**src/rtl/ov7670_pkg.sv**
```systemverilog
// Shared OV7670 definitions: pixel format codes, capture FSM states and
// the byte-pair to 12-bit pixel conversions used by capture and display blocks.
package ov7670_pkg;

    localparam logic [1:0] MODE_RGB444 = 2'b00;
    localparam logic [1:0] MODE_GREY   = 2'b01;

    typedef enum logic [1:0] {
        ST_UNSYNCED   = 2'b00,
        ST_WAIT_FRAME = 2'b01,
        ST_ACTIVE     = 2'b10
    } cap_state_e;

    // RGB565 {R5,G6,B5} split over hi/lo bytes -> {R[4:1], G[5:2], B[4:1]}
    function automatic logic [11:0] rgb565_to_444(input logic [7:0] hi, input logic [7:0] lo);
        return {hi[7:4], hi[2:0], lo[7], lo[4:1]};
    endfunction

    // Luma byte -> grey pixel with the top nibble replicated on all channels
    function automatic logic [11:0] y_to_grey444(input logic [7:0] y);
        return {y[7:4], y[7:4], y[7:4]};
    endfunction

endpackage

```
**src/rtl/ov7670_pix_pack.sv**
```systemverilog
// Byte pairing for the OV7670 DVP bus: tracks the byte phase within a line,
// holds the high byte and presents the converted pixel together with a
// pix_valid strobe during the cycle its low byte is on d.
module ov7670_pix_pack
    import ov7670_pkg::*;
(
    input  logic        pclk,
    input  logic        rst,
    input  logic        vsync,
    input  logic        href,
    input  logic [7:0]  d,
    input  logic [1:0]  mode,
    output logic        pix_valid,
    output logic [11:0] pix
);

    logic       phase_q, phase_d;
    logic [7:0] hi_q, hi_d;
    logic       byte_act;

    // Blanking wins over href; outside an active byte the phase restarts at the high byte
    assign byte_act = href & ~vsync;

    // Next phase and high-byte hold
    always_comb begin
        phase_d = phase_q;
        hi_d    = hi_q;
        if (!byte_act) begin
            phase_d = 1'b0;
        end else begin
            if (!phase_q) hi_d = d;
            phase_d = ~phase_q;
        end
    end

    // Phase and high-byte registers
    always_ff @(posedge pclk or posedge rst) begin
        if (rst) begin
            phase_q <= 1'b0;
            hi_q    <= 8'd0;
        end else begin
            phase_q <= phase_d;
            hi_q    <= hi_d;
        end
    end

    // Pixel completes on the low byte; unknown mode codes fall back to RGB
    always_comb begin
        pix_valid = byte_act & phase_q;
        if (mode == MODE_GREY) pix = y_to_grey444(hi_q);
        else                   pix = rgb565_to_444(hi_q, d);
    end

endmodule

```
**src/rtl/ov7670_capture_win.sv**
```systemverilog
// OV7670 windowed capture: frame sync FSM, x/y position tracking, crop and
// 2:1 decimation, linear frame-buffer write addressing, line-length check
// and completed-frame counting. Everything runs on pclk.
module ov7670_capture_win
    import ov7670_pkg::*;
#(
    parameter int H_ACTIVE = 640,
    parameter int CROP_X0  = 0,
    parameter int CROP_Y0  = 0,
    parameter int CROP_W   = 320,
    parameter int CROP_H   = 240,
    parameter int DECIM    = 2,
    parameter int ADDR_W   = 17
) (
    input  logic              pclk,
    input  logic              rst,
    input  logic              vsync,
    input  logic              href,
    input  logic [7:0]        d,
    input  logic              enable,
    input  logic [1:0]        mode,
    output logic [ADDR_W-1:0] addr,
    output logic [11:0]       dout,
    output logic              we,
    output logic              frame_done,
    output logic              line_err,
    output logic [7:0]        frame_cnt
);

    localparam int X_END  = CROP_X0 + CROP_W * DECIM;
    localparam int Y_END  = CROP_Y0 + CROP_H * DECIM;
    localparam int N_PIX  = CROP_W * CROP_H;
    localparam int LINE_B = 2 * H_ACTIVE;
    localparam int X_W    = $clog2(H_ACTIVE + 1);
    localparam int Y_W    = $clog2(Y_END + 1);
    localparam int B_W    = $clog2(LINE_B + 2);
    localparam bit DEC_ON = (DECIM == 2);

    cap_state_e        state_q, state_d;
    logic              capturing_q, capturing_d;
    logic [1:0]        mode_q, mode_d;
    logic              href_prev_q, href_prev_d;
    logic [X_W-1:0]    x_q, x_d;
    logic [Y_W-1:0]    y_q, y_d;
    logic [B_W-1:0]    bcnt_q, bcnt_d;
    logic              xph_q, xph_d;
    logic              yph_q, yph_d;
    logic [ADDR_W-1:0] wptr_q, wptr_d;
    logic              full_q, full_d;
    logic [ADDR_W-1:0] addr_q, addr_d;
    logic [11:0]       dout_q, dout_d;
    logic              we_q, we_d;
    logic              frame_done_q, frame_done_d;
    logic              line_err_q, line_err_d;
    logic [7:0]        frame_cnt_q, frame_cnt_d;

    logic              pix_valid;
    logic [11:0]       pix;
    logic              act, href_rise, href_fall;
    logic              x_in, y_in, keep;

    ov7670_pix_pack u_pack (
        .pclk      (pclk),
        .rst       (rst),
        .vsync     (vsync),
        .href      (href),
        .d         (d),
        .mode      (mode_q),
        .pix_valid (pix_valid),
        .pix       (pix)
    );

    // Line edges and crop/decimation decision for the pixel completing this cycle
    always_comb begin
        act       = href & ~vsync;
        href_rise = act & ~href_prev_q;
        href_fall = href_prev_q & ~href & ~vsync;
        x_in      = (int'(x_q) >= CROP_X0) && (int'(x_q) < X_END);
        y_in      = (int'(y_q) >= CROP_Y0) && (int'(y_q) < Y_END);
        keep      = (state_q == ST_ACTIVE) && capturing_q && !full_q && pix_valid &&
                    x_in && y_in && (!DEC_ON || (!xph_q && !yph_q));
    end

    // Next-state logic: sync FSM, position counters, write address, status pulses
    always_comb begin
        state_d      = state_q;
        capturing_d  = capturing_q;
        mode_d       = mode_q;
        href_prev_d  = act;
        x_d          = x_q;
        y_d          = y_q;
        bcnt_d       = bcnt_q;
        xph_d        = xph_q;
        yph_d        = yph_q;
        wptr_d       = wptr_q;
        full_d       = full_q;
        addr_d       = addr_q;
        dout_d       = dout_q;
        we_d         = 1'b0;
        frame_done_d = 1'b0;
        line_err_d   = 1'b0;
        frame_cnt_d  = frame_cnt_q;

        case (state_q)
            ST_UNSYNCED: begin
                if (vsync) state_d = ST_WAIT_FRAME;
            end
            ST_WAIT_FRAME: begin
                if (!vsync) begin
                    state_d     = ST_ACTIVE;
                    capturing_d = enable;
                    mode_d      = mode;
                    addr_d      = '0;
                    wptr_d      = '0;
                    full_d      = 1'b0;
                    y_d         = '0;
                    yph_d       = 1'b0;
                end
            end
            ST_ACTIVE: begin
                if (vsync) begin
                    state_d     = ST_WAIT_FRAME;
                    capturing_d = 1'b0;
                    if (capturing_q) begin
                        frame_done_d = 1'b1;
                        frame_cnt_d  = frame_cnt_q + 8'd1;
                    end
                end
            end
            default: state_d = ST_UNSYNCED;
        endcase

        if (vsync) begin
            x_d    = '0;
            bcnt_d = '0;
            xph_d  = 1'b0;
        end else begin
            if (href_rise) begin
                x_d    = '0;
                bcnt_d = B_W'(1);
                xph_d  = 1'b0;
            end else if (act && int'(bcnt_q) < LINE_B + 1) begin
                bcnt_d = bcnt_q + B_W'(1);
            end

            if (pix_valid) begin
                if (int'(x_q) < H_ACTIVE) x_d = x_q + X_W'(1);
                if (x_in) xph_d = ~xph_q;
            end

            if (keep) begin
                we_d   = 1'b1;
                dout_d = pix;
                addr_d = wptr_q;
                if (int'(wptr_q) == N_PIX - 1) full_d = 1'b1;
                else                           wptr_d = wptr_q + ADDR_W'(1);
            end

            if (href_fall && state_q == ST_ACTIVE) begin
                if (int'(y_q) < Y_END) y_d = y_q + Y_W'(1);
                if (y_in) yph_d = ~yph_q;
                if (int'(bcnt_q) != LINE_B) line_err_d = 1'b1;
            end
        end
    end

    // State and output registers, all cleared asynchronously
    always_ff @(posedge pclk or posedge rst) begin
        if (rst) begin
            state_q      <= ST_UNSYNCED;
            capturing_q  <= 1'b0;
            mode_q       <= MODE_RGB444;
            href_prev_q  <= 1'b0;
            x_q          <= '0;
            y_q          <= '0;
            bcnt_q       <= '0;
            xph_q        <= 1'b0;
            yph_q        <= 1'b0;
            wptr_q       <= '0;
            full_q       <= 1'b0;
            addr_q       <= '0;
            dout_q       <= '0;
            we_q         <= 1'b0;
            frame_done_q <= 1'b0;
            line_err_q   <= 1'b0;
            frame_cnt_q  <= '0;
        end else begin
            state_q      <= state_d;
            capturing_q  <= capturing_d;
            mode_q       <= mode_d;
            href_prev_q  <= href_prev_d;
            x_q          <= x_d;
            y_q          <= y_d;
            bcnt_q       <= bcnt_d;
            xph_q        <= xph_d;
            yph_q        <= yph_d;
            wptr_q       <= wptr_d;
            full_q       <= full_d;
            addr_q       <= addr_d;
            dout_q       <= dout_d;
            we_q         <= we_d;
            frame_done_q <= frame_done_d;
            line_err_q   <= line_err_d;
            frame_cnt_q  <= frame_cnt_d;
        end
    end

    assign addr       = addr_q;
    assign dout       = dout_q;
    assign we         = we_q;
    assign frame_done = frame_done_q;
    assign line_err   = line_err_q;
    assign frame_cnt  = frame_cnt_q;

endmodule

```
**config.mk**
```make
export PLATFORM = sky130hd
export DESIGN_NAME = ov7670_capture_win
export DESIGN_NICKNAME = d
export VERILOG_FILES = /design/src/rtl/ov7670_pkg.sv /design/src/rtl/ov7670_pix_pack.sv /design/src/rtl/ov7670_capture_win.sv
export SDC_FILE = /design/constraint.sdc
export NUM_CORES = 1
export LEC_CHECK = 0
export ABC_AREA = 1
export BUFFER_PORTS_ARGS = -buffer_cell sky130_fd_sc_hd__buf_2
export CORE_ASPECT_RATIO = 1.25
export CORE_MARGIN = 2
export CORE_UTILIZATION = 58
export CTS_CLUSTER_SIZE = 20
export DETAILED_ROUTE_END_ITERATION = 10
export PLACE_DENSITY = 0.79
export SLEW_MARGIN = 20
export SYNTH_ARGS = -nofsm -noshare
export SYNTH_HDL_FRONTEND = slang
export SYNTH_SLANG_ARGS = --single-unit
```
**constraint.sdc**
```tcl
create_clock -name pclk -period 3.7 [get_ports pclk]
set_input_delay 0.185 -clock pclk [delete_from_list [all_inputs] [get_ports pclk]]
set_output_delay 0.185 -clock pclk [all_outputs]
set_load 0.005 [all_outputs]
```
==> results of run 1 <==
-- state kept, by name (all words and copies together), names as in the netlist, 2 cells and up --
register and cells:
addr 17, bcnt_q 11, dout 12, frame_cnt 8, mode_q 2, state_q 2, u_pack.hi_q 7, wptr_q 17
x_q 10, y_q 9
-- cells by family (layout without fill, tap and decap cells) --
logic type | after synthesis | after routing | synth area share
xor gates and xnor gates | 18 | 18 | 0.02881
adders and majority gates | 6 | 6 | 0.01372
and+or+nand+nor | 397 | 397 | 0.3173
AOI/OAI and AO/OA | 89 | 89 | 0.08551
DFF | 104 | 104 | 0.4755
buffers and inverters | 107 | 164 | 0.07910
-- final cells by class --
class	instances	area, µm²	area share
timing repair buffer	59	310.3	0.05035
tap	123	153.9	0.02497
clock buffer	11	242.7	0.03938
sequential	104	2603	0.4223
clock inverter	4	76.32	0.01238
multi-input combinational	510	2437	0.3955
inverter	90	340.3	0.05522
-- worst paths after layout --
path / startpoint / endpoint / slack (ns) / cells past startpoint
setup / recovery: state_q[0]$_DFFE_PP0P_ / wptr_q[0]$_DFF_PP0_ / 1.66 / 7
hold / removal: mode[1] / mode_q[1]$_DFFE_PP0P_ / 0.03 / 3
setup reg to reg: state_q[0]$_DFFE_PP0P_ / wptr_q[0]$_DFF_PP0_ / 1.66 / 7
hold reg to reg: state_q[0]$_DFFE_PP0P_ / state_q[0]$_DFFE_PP0P_ / 0.47 / 1
max in group asynchronous: rst / addr[2]$_DFF_PP0_ / 2.56 / 4
min in group asynchronous: rst / dout[11]$_DFFE_PP0P_ / 0.31 / 3
-- stage by stage --
stage / utilization / hold WS (ns) / setup slack (ns) / cell area, µm²
floorplan: - / 0.2622 / 0.7828 / 5473
global placement: 0.6360 / 0.1288 / 1.619 / 5834
detailed placement: 0.6360 / 0.1346 / 1.530 / 5834
CTS: 0.6718 / 0.02254 / 1.690 / 6163
global route: 0.6718 / 0.03093 / 1.469 / 6163
finish: 0.6718 / 0.02814 / 1.664 / 6163
-- cells in the mapped netlist, drive strengths merged --
master,instances,area [µm²]
clkbuf,3,11.26
xnor2,6,52.55
a21oi,18,93.84
a31oi,1,6.260
clkinv,1,3.750
o21bai,2,15.01
or2,3,18.77
nor4,2,12.51
o21ai,64,324.1
nand4,13,93.84
nor2,88,377.8
nand2,202,765.7
ha,6,75.07
inv,89,334.1
buf,14,83.83
xor2,12,105.1
o211ai,1,7.510
o31ai,2,15.01
nor3,8,45.04
o22ai,1,6.260
nor3b,1,7.510
dfrtp,104,2603
nand3,80,415.4
-- worst min-delay path, cell delays in order --
cell and delay [ns]:
buf_2 0.08, nand2_1 0.04, nand2_1 0.05
-- layer usage --
| metal | up-vias | part of all wire |
|---|---|---|
| met1 | 2315 | 0.41 |
| met4 | 0 | 0.025 |
| li1 | 2418 | - |
| met3 | 27 | 0.046 |
| met5 | - | 0 |
| met2 | 142 | 0.52 |
-- placed cells by master, fill, tap and decap left out, drive strengths merged, types with 2 or more instances in the layout --
master / count
ha: 6
nor2: 88
nand4: 13
xnor2: 6
o21ai: 64
dfrtp: 104
inv: 90
nor3: 8
buf: 58
bufinv: 2
or2: 3
clkbuf: 11
a21oi: 18
nand2: 202
o31ai: 2
nand3: 80
nor4: 2
xor2: 12
o21bai: 2
-- power by group through the flow --
stage | Sequential [W] | Combinational [W] | Clock, W
2_1_floorplan | 0.00129 | 0.000169 | 0
3_3_place_gp | 0.00129 | 0.000253 | 0
3_5_place_dp | 0.00130 | 0.000265 | 0
4_1_cts | 0.00128 | 0.000269 | 0.00105
5_1_grt | 0.00129 | 0.000302 | 0.00110
6_report | 0.00128 | 0.000264 | 0.00103
-- what timing repair did --
action,CTS,global route
hold buffers,1,0
buffers inserted,0,0
hold endpoints to repair,17,0
setup endpoints to repair,0,0
==> run summary, run 1 <==
CP endpoint kind - register
Buf/Inv on CP - 2
Startpoint types - register
Mapped Avg Cell Area - 7.590 µm²
Die extent in x - 90.88 µm
H-tree depth - 3
Clk sinks - 104
Seq pwr share - 0.497
Gate power share - 0.103
TNS Setup - 0 ns
CTS tree - yes
Row count - 39
Dpl cells - 885
Met1 Use GR - 0.3238
FILL cells - 823
GRT met2 Usage - 0.4493
Period utilization - 0.5503
Area delta synth->final - 12.62%
Status - finished, final reports clean
Clock power share - 0.401
Antenna Nets Post-Route - 0
Yosys cell types - 35
Switching pwr - 0.0006535 W
Initial Utilization - 0.5966
First-pass GRT wire length - 21500 µm
Register bit count reported by yosys - 104
TritonCTS buffer count - 9
Grt ovf - 0
Vias - 4902
Crit path top cell by count - nor2_1
FMAX - 491.1 MHz
Full die area - 10230 µm²
Drt initial violations - 305
Crit-path max cell delay - 0.61 ns
VDD IR max - 0.2859 mV
Top-Level Pins - 55
HP Class - in -> reg
Core box area - 9174 µm²
Net Sw Frac - 0.2544
CP max-delay cell - nand2_1
Clk_lat worst skew - 0.35 ns
Routed wire per std cell - 13.92 µm
Internal power - 0.001916 W
Synth Net Count - 742
Layout cells sized above 1 - 0.1414
Post-Syn Area - 5473 µm²
GR peak layer - met2
Routing usage on met3 - 0.03960
CP cell instances - inv_2 -> nor2_1 -> nand2_1 -> inv_1 -> nor2_1 -> nor2_1 -> nor2_1
Final Max Slew Viols - 0
Post-route DRC - 0
Number of I/O port buffers - 54
Worst slew pin tran - 0.8197 ns
MaxCap Viol Count - 0
Total power - 0.002569 W
Crit path max fanout - 23
Top delay family on crit path - simple AND/OR/NAND/NOR gates
Longest Clk Path Bufs - 2
RSZ-0062 raised after global routing - no
Largest net degree at the start of global routing - 47
CTS Root Cell - clkbuf_16
Skew final - 0.006486 ns
Resized cells post-CTS - 0
Slew HR - 0.4522
Lkg Pwr - 3.110 nW
RePlAce Congestion - 0.9030
Setup-failing EPs final - 0
CP Class - reg -> reg
Drt first pass iters - 5
Drt total wl - 12540 µm
Pwr/cell area - 416.8 nW/µm²
Nets - 795
Vias per inst - 5.441
Worst EP required - 3.98 ns
Synth warnings - 0
Endpoints failing hold - 0
Tot GR Track Use - 0.2606
Vias in the first global route - 4659
Antenna diodes - 0
HPWL after DPL - 9089 µm
Seq/Total Area, Yosys - 0.4755
Crit path DAT - 2.32 ns
Minimum clock period after layout - 2.036 ns
Clock Pin Slew Worst Setup and Hold Paths - 0.07 ns
Synth Instances - 721
Post-route insts no fill - 901
Initial antenna violation count - 0
Die Y - 112.6 µm
Power figures use the tool's default switching activity.
==> inputs of run 2 (changes only) <==
- CORE_UTILIZATION: 58 -> 54
- PLACE_DENSITY: 0.79 -> 0.77
- clock period: 3.7 -> 1.7 ns (I/O delays scaled with it)
==> run 2 against run 1 <==
Clock skew grew 0.0035 ns. Critical path type unchanged. Total power grew 110%. Global-route usage decreased by 2.1 points. Non-clock buffer count is 32 higher. Count of clock-buffer cells in the layout shrank 1. Critical path depth stayed put. Worst hold slack worse by 0.0068 ns. Sequential power increased by 120%. Sequential share of layout area shrank 2.4 points.
==> run summary, run 2 (synthesized netlist as in run 1, its figures left out) <==
Skew final - 0.009989 ns (+0.003503 ns)
Routed wire per std cell - 13.70 µm (-1.6%)
Antenna diodes - 0 (unchanged)
Core box area - 10000 µm² (+9.0%)
First-pass GRT wire length - 20980 µm (-2.4%)
CTS Root Cell - clkbuf_16
Drt initial violations - 338 (+11%)
Initial Utilization - 0.5471 (-0.04947)
Pwr/cell area - 839.2 nW/µm² (+100%)
Crit path DAT - 1.87 ns (-0.45 ns)
Final Max Slew Viols - 0 (unchanged)
HPWL after DPL - 9060 µm (-0.31%)
Nets - 828 (+4.2%)
Worst slew pin tran - 0.5545 ns (-0.2653 ns)
Setup-failing EPs final - 0 (unchanged)
Die extent in x - 94.05 µm (+3.5%)
Full die area - 10960 µm² (+7.1%)
Area delta synth->final - 19.34%
Crit-path max cell delay - 0.47 ns (-0.14 ns)
Total power - 0.005481 W (+110%)
Initial antenna violation count - 0 (unchanged)
Tot GR Track Use - 0.2394 (-0.02117)
Die Y - 116.6 µm (+3.5%)
Commonest non-fill, non-tap cell in the layout - nand2_1
Clock Pin Slew Worst Setup and Hold Paths - 0.08 ns (about the same)
Period utilization - 0.9600 (+0.4097)
Row count - 41 (+5.1%)
Drt total wl - 12890 µm (+2.8%)
Layout cells sized above 1 - 0.1761 (+0.03472)
Endpoints failing hold - 0 (unchanged)
Startpoint types - register
Largest net degree at the start of global routing - 105 (+120%)
Number of I/O port buffers - 54 (unchanged)
HP Class - in -> reg
Vias per inst - 5.283 (-2.9%)
MaxCap Viol Count - 0 (unchanged)
FMAX - 612.8 MHz (+25%)
Leading cell types in the layout, fill and taps excluded - nand2_1, dfrtp_1, nor2_1
Final core utilization - 0.6529 (-0.01894)
Grt ovf - 0 (unchanged)
Crit path max fanout - 12 (-48%)
TNS Setup - 0 ns (unchanged)
Worst EP required - 1.94 ns (-2.04 ns)
Post-route insts no fill - 941 (+4.4%)
CP Class - reg -> reg
Status - finished, final reports clean
Post-route DRC - 0 (unchanged)
Lkg Pwr - 3.291 nW (+5.8%)
TritonCTS buffer count - 9 (unchanged)
Longest Clk Path Bufs - 2 (unchanged)
Minimum clock period after layout - 1.632 ns (-0.4042 ns)
CP cell instances - nand4_2 -> nand2_1 -> nor2_4 -> buf_12 -> buf_4 -> o21ai_1 -> inv_2
Top delay family on crit path - simple AND/OR/NAND/NOR gates
FILL cells - 869 (+5.6%)
VDD IR max - 0.5469 mV (+91%)
RePlAce Congestion - 0.9259 (+2.5%)
CTS tree - yes
Clk_lat worst skew - 0.35 ns (about the same)
Slew HR - 0.6304 (+0.1782)
Vias in the first global route - 4603 (-1.2%)
Antenna Nets Post-Route - 0 (unchanged)
Dpl cells - 908 (+2.6%)
Buf/Inv on CP - 3 (+1)
H-tree depth - 3 (unchanged)
Drt first pass iters - 6 (+1)
Clk sinks - 104 (unchanged)
CP max-delay cell - dfrtp_1
Top-Level Pins - 55 (unchanged)
WHS - 0.02138 ns (-0.006762 ns)
Vias - 4971 (+1.4%)
CP endpoint kind - register
[run 2: cell types whose count changed in the layout (fill, tap and decap cells not counted), moves of 3 or more]
| cell | delta |
|---|---|
| buf_12 | +4 |
| buf_4 | +19 |
| dlygate4sd3_1 | +9 |
| nor2_4 | +3 |
[run 2: where the power goes]
group	total, W	switching, W	internal, W
logic	0.000624	0.000373	0.000250
clock network	0.00208	0.00101	0.00107
registers	0.00278	0.000145	0.00263
total	0.00548	0.00152	0.00396
[run 2: path summary, 6_finish.rpt]
path	start	end	slack, ns	depth (start not counted)
worst min register to register	yph_q$_DFF_PP0_	yph_q$_DFF_PP0_	0.48	1
worst min-delay path	d[2]	u_pack.hi_q[2]$_DFFE_PP0P_	0.02	3
max in group asynchronous	rst	wptr_q[4]$_DFF_PP0_	0.85	4
min in group asynchronous	rst	frame_cnt[4]$_DFFE_PP0P_	0.43	4
worst max-delay path	y_q[6]$_DFF_PP0_	dout[0]$_DFFE_PP0P_	0.07	7
worst max register to register	y_q[6]$_DFF_PP0_	dout[0]$_DFFE_PP0P_	0.07	7
[run 2: timing repair]
action                     4_1_cts  5_1_grt
setup endpoints to repair        0       37
hold endpoints to repair       113        0
hold buffers                    10        0
setup buffers                    0        6
resized for setup                0       15
[run 2: final cells by class]
| class | instances | area [µm²] | share of cell area |
|---|---|---|---|
| clock buffers | 10 | 239.0 | 0.03659 |
| clock inverters | 6 | 57.56 | 0.008812 |
| inverters | 90 | 345.3 | 0.05287 |
| multi-input cells | 511 | 2502 | 0.3831 |
| flip-flops and latches | 104 | 2603 | 0.3985 |
| well taps | 129 | 161.4 | 0.02471 |
| repair buffers | 91 | 623.1 | 0.09540 |
[run 2: stage by stage]
stage,worst slack (ns),instance area (µm²)
finish,0.06806,6531
global route,-0.01731,6531
CTS,0.01999,6405
detailed placement,0.08205,6008
global placement,0.1291,6008
floorplan,0.2435,5477
[run 2: layer usage]
metal  vias to the layer above  wire length (µm)  GRT usage
met5                         -                 0          0
met4                         0               273    0.09082
met3                        25               509    0.04516
met1                      2344              5548     0.3030
met2                       124              6557     0.4090
li1                       2478                 -          -
[run 2: worst reg2reg max path: stages (launching register included)]
cell     delay [ns]
dfrtp_1        0.47
nand4_2        0.30
nand2_1        0.22
nor2_4         0.07
buf_12         0.14
buf_4          0.14
o21ai_1        0.16
inv_2          0.04
==> inputs of run 3 (changes only) <==
- ABC_AREA: 1 -> 0
- CORE_UTILIZATION: 54 -> 52
- GPL_ROUTABILITY_DRIVEN: unset -> 1
- PLACE_DENSITY: 0.77 -> 0.75
- TNS_END_PERCENT: unset -> 50
==> run 3 against run 2 <==
The flow now finishes with violations (negative setup slack). Wire length is 0.28% lower. Final area is 2.8% higher. Global-route usage up 0.53 points. Largest cell class unchanged.
==> run summary, run 3 <==
Synth warnings - 0 (unchanged)
Wire length on met1 - 5007 µm (-9.8%)
Synth Area in Compound Gates - 0.1194 (+0.03394)
Top-count cell post-synth - dfrtp_1
Number of I/O port buffers - 54 (unchanged)
Clk_lat worst skew - 0.36 ns (about the same)
Top FF cell, synth - dfrtp_1
Period utilization - 1.189 (+0.2291)
CP endpoint kind - register
Minimum clock period after layout - 2.021 ns (+0.3894 ns)
Yosys top cell area share - 0.5436 (+0.06811)
Post-Syn Area - 4787 µm² (-13%)
Grt ovf - 0 (unchanged)
Vias - 4224 (-15%)
Final Max Slew Viols - 0 (unchanged)
Slew HR - 0.7281 (+0.09775)
Top Metal Used - met4
RePlAce Congestion - 0.8608 (-7.0%)
Dpl cells - 690 (-24%)
Seq/Total Area, Yosys - 0.5436 (+0.06811)
First-pass GRT wire length - 19710 µm (-6.0%)
Synth Instances - 467 (-35%)
Async SR Flop Fraction - 1.000 (unchanged)
Mux cell area share after synthesis - 0.04757 (+0.04757)
Final core utilization - 0.7436 (+0.09068)
CTS tree - yes
Synth Area in Simple Gates - 0.2065 (-0.1108)
Yosys cell types - 56 (+60%)
WL met2 - 6900 µm (+5.2%)
Nets - 629 (-24%)
Clock Pin Slew Worst Setup and Hold Paths - 0.07 ns (about the same)
Pwr/cell area - 829.9 nW/µm² (-1.1%)
HPWL after DPL - 6805 µm (-25%)
Tot GR Track Use - 0.2447 (+0.005270)
Full die area - 9995 µm² (-8.8%)
Fin area - 6713 µm² (+2.8%)
Vias in the first global route - 4142 (-10%)
Drt first pass iters - 5 (-1)
Total power - 0.005571 W (+1.6%)
Layout cells sized above 1 - 0.3834 (+0.2073)
Leading cell types in the layout, fill and taps excluded - dfrtp_1, buf_4, nand2_1
Startpoint types - register
Crit path max fanout - 4 (-8)
Xor and xnor area share after synthesis - 0.03842 (+0.009615)
Register bit count reported by yosys - 104 (unchanged)
Hold Path Sink - dout[2]$_DFFE_PP0P_
Die extent in x - 89.82 µm (-4.5%)
FILL cells - 574 (-34%)
R2r worst-path depth - 8 (+1)
Setup-failing EPs final - 40 (+40)
Clk sinks - 104 (unchanged)
Synth top area cells - dfrtp_1, nand2_1, o21ai_0, mux2_2, nor2_1
HP Class - in -> reg
Skew final - 0.01184 ns (+0.001854 ns)
Routed wire per std cell - 17.46 µm (+27%)
Drt total wl - 12850 µm (-0.28%)
Initial antenna violation count - 0 (unchanged)
Crit path DAT - 2.25 ns (+0.38 ns)
H-tree depth - 3 (unchanged)
CP Class - reg -> reg
Antenna diodes - 0 (unchanged)
Placed inst area - 5647 µm² (-6.0%)
MaxCap Viol Count - 0 (unchanged)
Origin of the critical flop-to-flop path - wptr_q[0]$_DFF_PP0_
Main combinational cell family by area after synthesis - simple AND/OR/NAND/NOR gates
Antenna Nets Post-Route - 0 (unchanged)
Largest net degree at the start of global routing - 65 (-38%)
Drt initial violations - 314 (-7.1%)
Worst EP required - 1.93 ns (about the same)
Post-synth EDFFs - 0 (unchanged)
Storage cell area - 2603 µm² (unchanged)
FMAX - 494.7 MHz (-19%)
Vias per inst - 5.739 (+8.6%)
Worst slew pin tran - 0.4065 ns (-0.1480 ns)
RSZ-0062 raised after global routing - yes
Row count - 39 (-4.9%)
Status - finished, violations left
Die Y - 111.3 µm (-4.5%)
Met3 WL - 596 µm (+17%)
Area delta synth->final - 40.22%
Endpoints failing hold - 0 (unchanged)
Hold Path Stages - 3 (unchanged)
Post-route insts no fill - 736 (-22%)
Synth Area in Adders - 0.01568 (+0.001965)
Core box area - 9027 µm² (-9.8%)
CTS Root Cell - clkbuf_16
VDD IR max - 0.5184 mV (-5.2%)
Reg2Reg Setup Slack - -0.32 ns (-0.39 ns)
TritonCTS buffer count - 9 (unchanged)
Mapped Avg Cell Area - 10.25 µm² (+35%)
Post-route DRC - 0 (unchanged)
Commonest non-fill, non-tap cell in the layout - dfrtp_1
Multi-input logic area - 2399 µm² (-4.2%)
Top-Level Pins - 55 (unchanged)
Initial Utilization - 0.5303 (-0.01681)
Lkg Pwr - 3.272 nW (-0.56%)
Failing checks - negative setup slack
Min-Delay Startpoint - d[3]
R2R Path End - wptr_q[13]$_DFF_PP0_
Longest Clk Path Bufs - 2 (unchanged)
Yosys top cell by area - dfrtp_1
Commonest cells in the netlist - dfrtp_1, nand2_1, nor2_1, o21ai_0, nand3_1
Dpl ws - -0.2084 ns (-0.2905 ns)
Synth Net Count - 488 (-34%)
Setup ws final - -0.3213 ns (-0.3894 ns)
[run 3: worst max-delay path by stage]
stage / startpoint / end / slack [ns] / cells past startpoint
3_5_place_dp: full_q$_DFF_PP0_ / wptr_q[6]$_DFF_PP0_ / -0.21 / 5
4_1_cts: full_q$_DFF_PP0_ / wptr_q[15]$_DFF_PP0_ / -0.14 / 7
5_1_grt: wptr_q[0]$_DFF_PP0_ / wptr_q[13]$_DFF_PP0_ / -0.36 / 8
3_3_place_gp: full_q$_DFF_PP0_ / wptr_q[8]$_DFF_PP0_ / -0.12 / 5
2_1_floorplan: x_q[7]$_DFF_PP0_ / x_q[5]$_DFF_PP0_ / -0.09 / 6
6_report: wptr_q[0]$_DFF_PP0_ / wptr_q[13]$_DFF_PP0_ / -0.32 / 8
[run 3: layer usage]
layer	vias up	global-route usage
li1	1936	-
met1	2078	0.3033
met2	180	0.4247
met3	30	0.03807
met4	0	0.1077
met5	-	0
[run 3: logic make-up after synthesis]
group	Yosys count
AO/OA/AOI/OAI	89
XOR/XNOR	21
adder cells (fa/ha/maj)	6
buffers and inverters	28
flip-flops	104
multiplexers	21
AND/OR/NAND/NOR	198
[run 3: critical path: stages, from the launching register on]
cell and delay (ns):
dfrtp_1 0.41, buf_4 0.13, buf_4 0.14, and3_1 0.24, and3_1 0.30, o211ai_4 0.14, buf_4 0.17, o211ai_1 0.22
o31ai_1 0.14
[run 3: per-stage QoR]
step | hold WS [ns] | TNS, ns
global route | 0.05626 | -6.717
global placement | 0.1868 | -2.246
CTS | 0.03834 | -2.272
detailed placement | 0.1895 | -4.091
floorplan | 0.1904 | -0.4540
finish | 0.04553 | -3.834
[run 3: final cells by class]
| class | instances | area share |
|---|---|---|
| inverter | 10 | 0.006151 |
| clock buffer | 12 | 0.03821 |
| clock inverter | 4 | 0.007642 |
| sequential | 104 | 0.3877 |
| tap | 123 | 0.02293 |
| timing repair buffer | 148 | 0.1801 |
| multi-input combinational | 335 | 0.3573 |
[run 3: what timing repair did]
| action | in CTS | in global routing |
|---|---|---|
| buffers inserted | 9 | 9 |
| setup endpoints to repair | 53 | 57 |
| hold buffers | 10 | 0 |
| resized for setup | 52 | 65 |
| endpoints found under the hold margin | 113 | 0 |
| cloned | 3 | 1 |
| pin swaps | 12 | 22 |
[run 3: where the power goes]
group / total [W] / internal (W) / switching [W] / leakage (nW)
combinational: 0.000659 / 0.000313 / 0.000346 / 1.71
clock: 0.00216 / 0.00123 / 0.000931 / 0.149
sequential: 0.00275 / 0.00262 / 0.000135 / 1.42
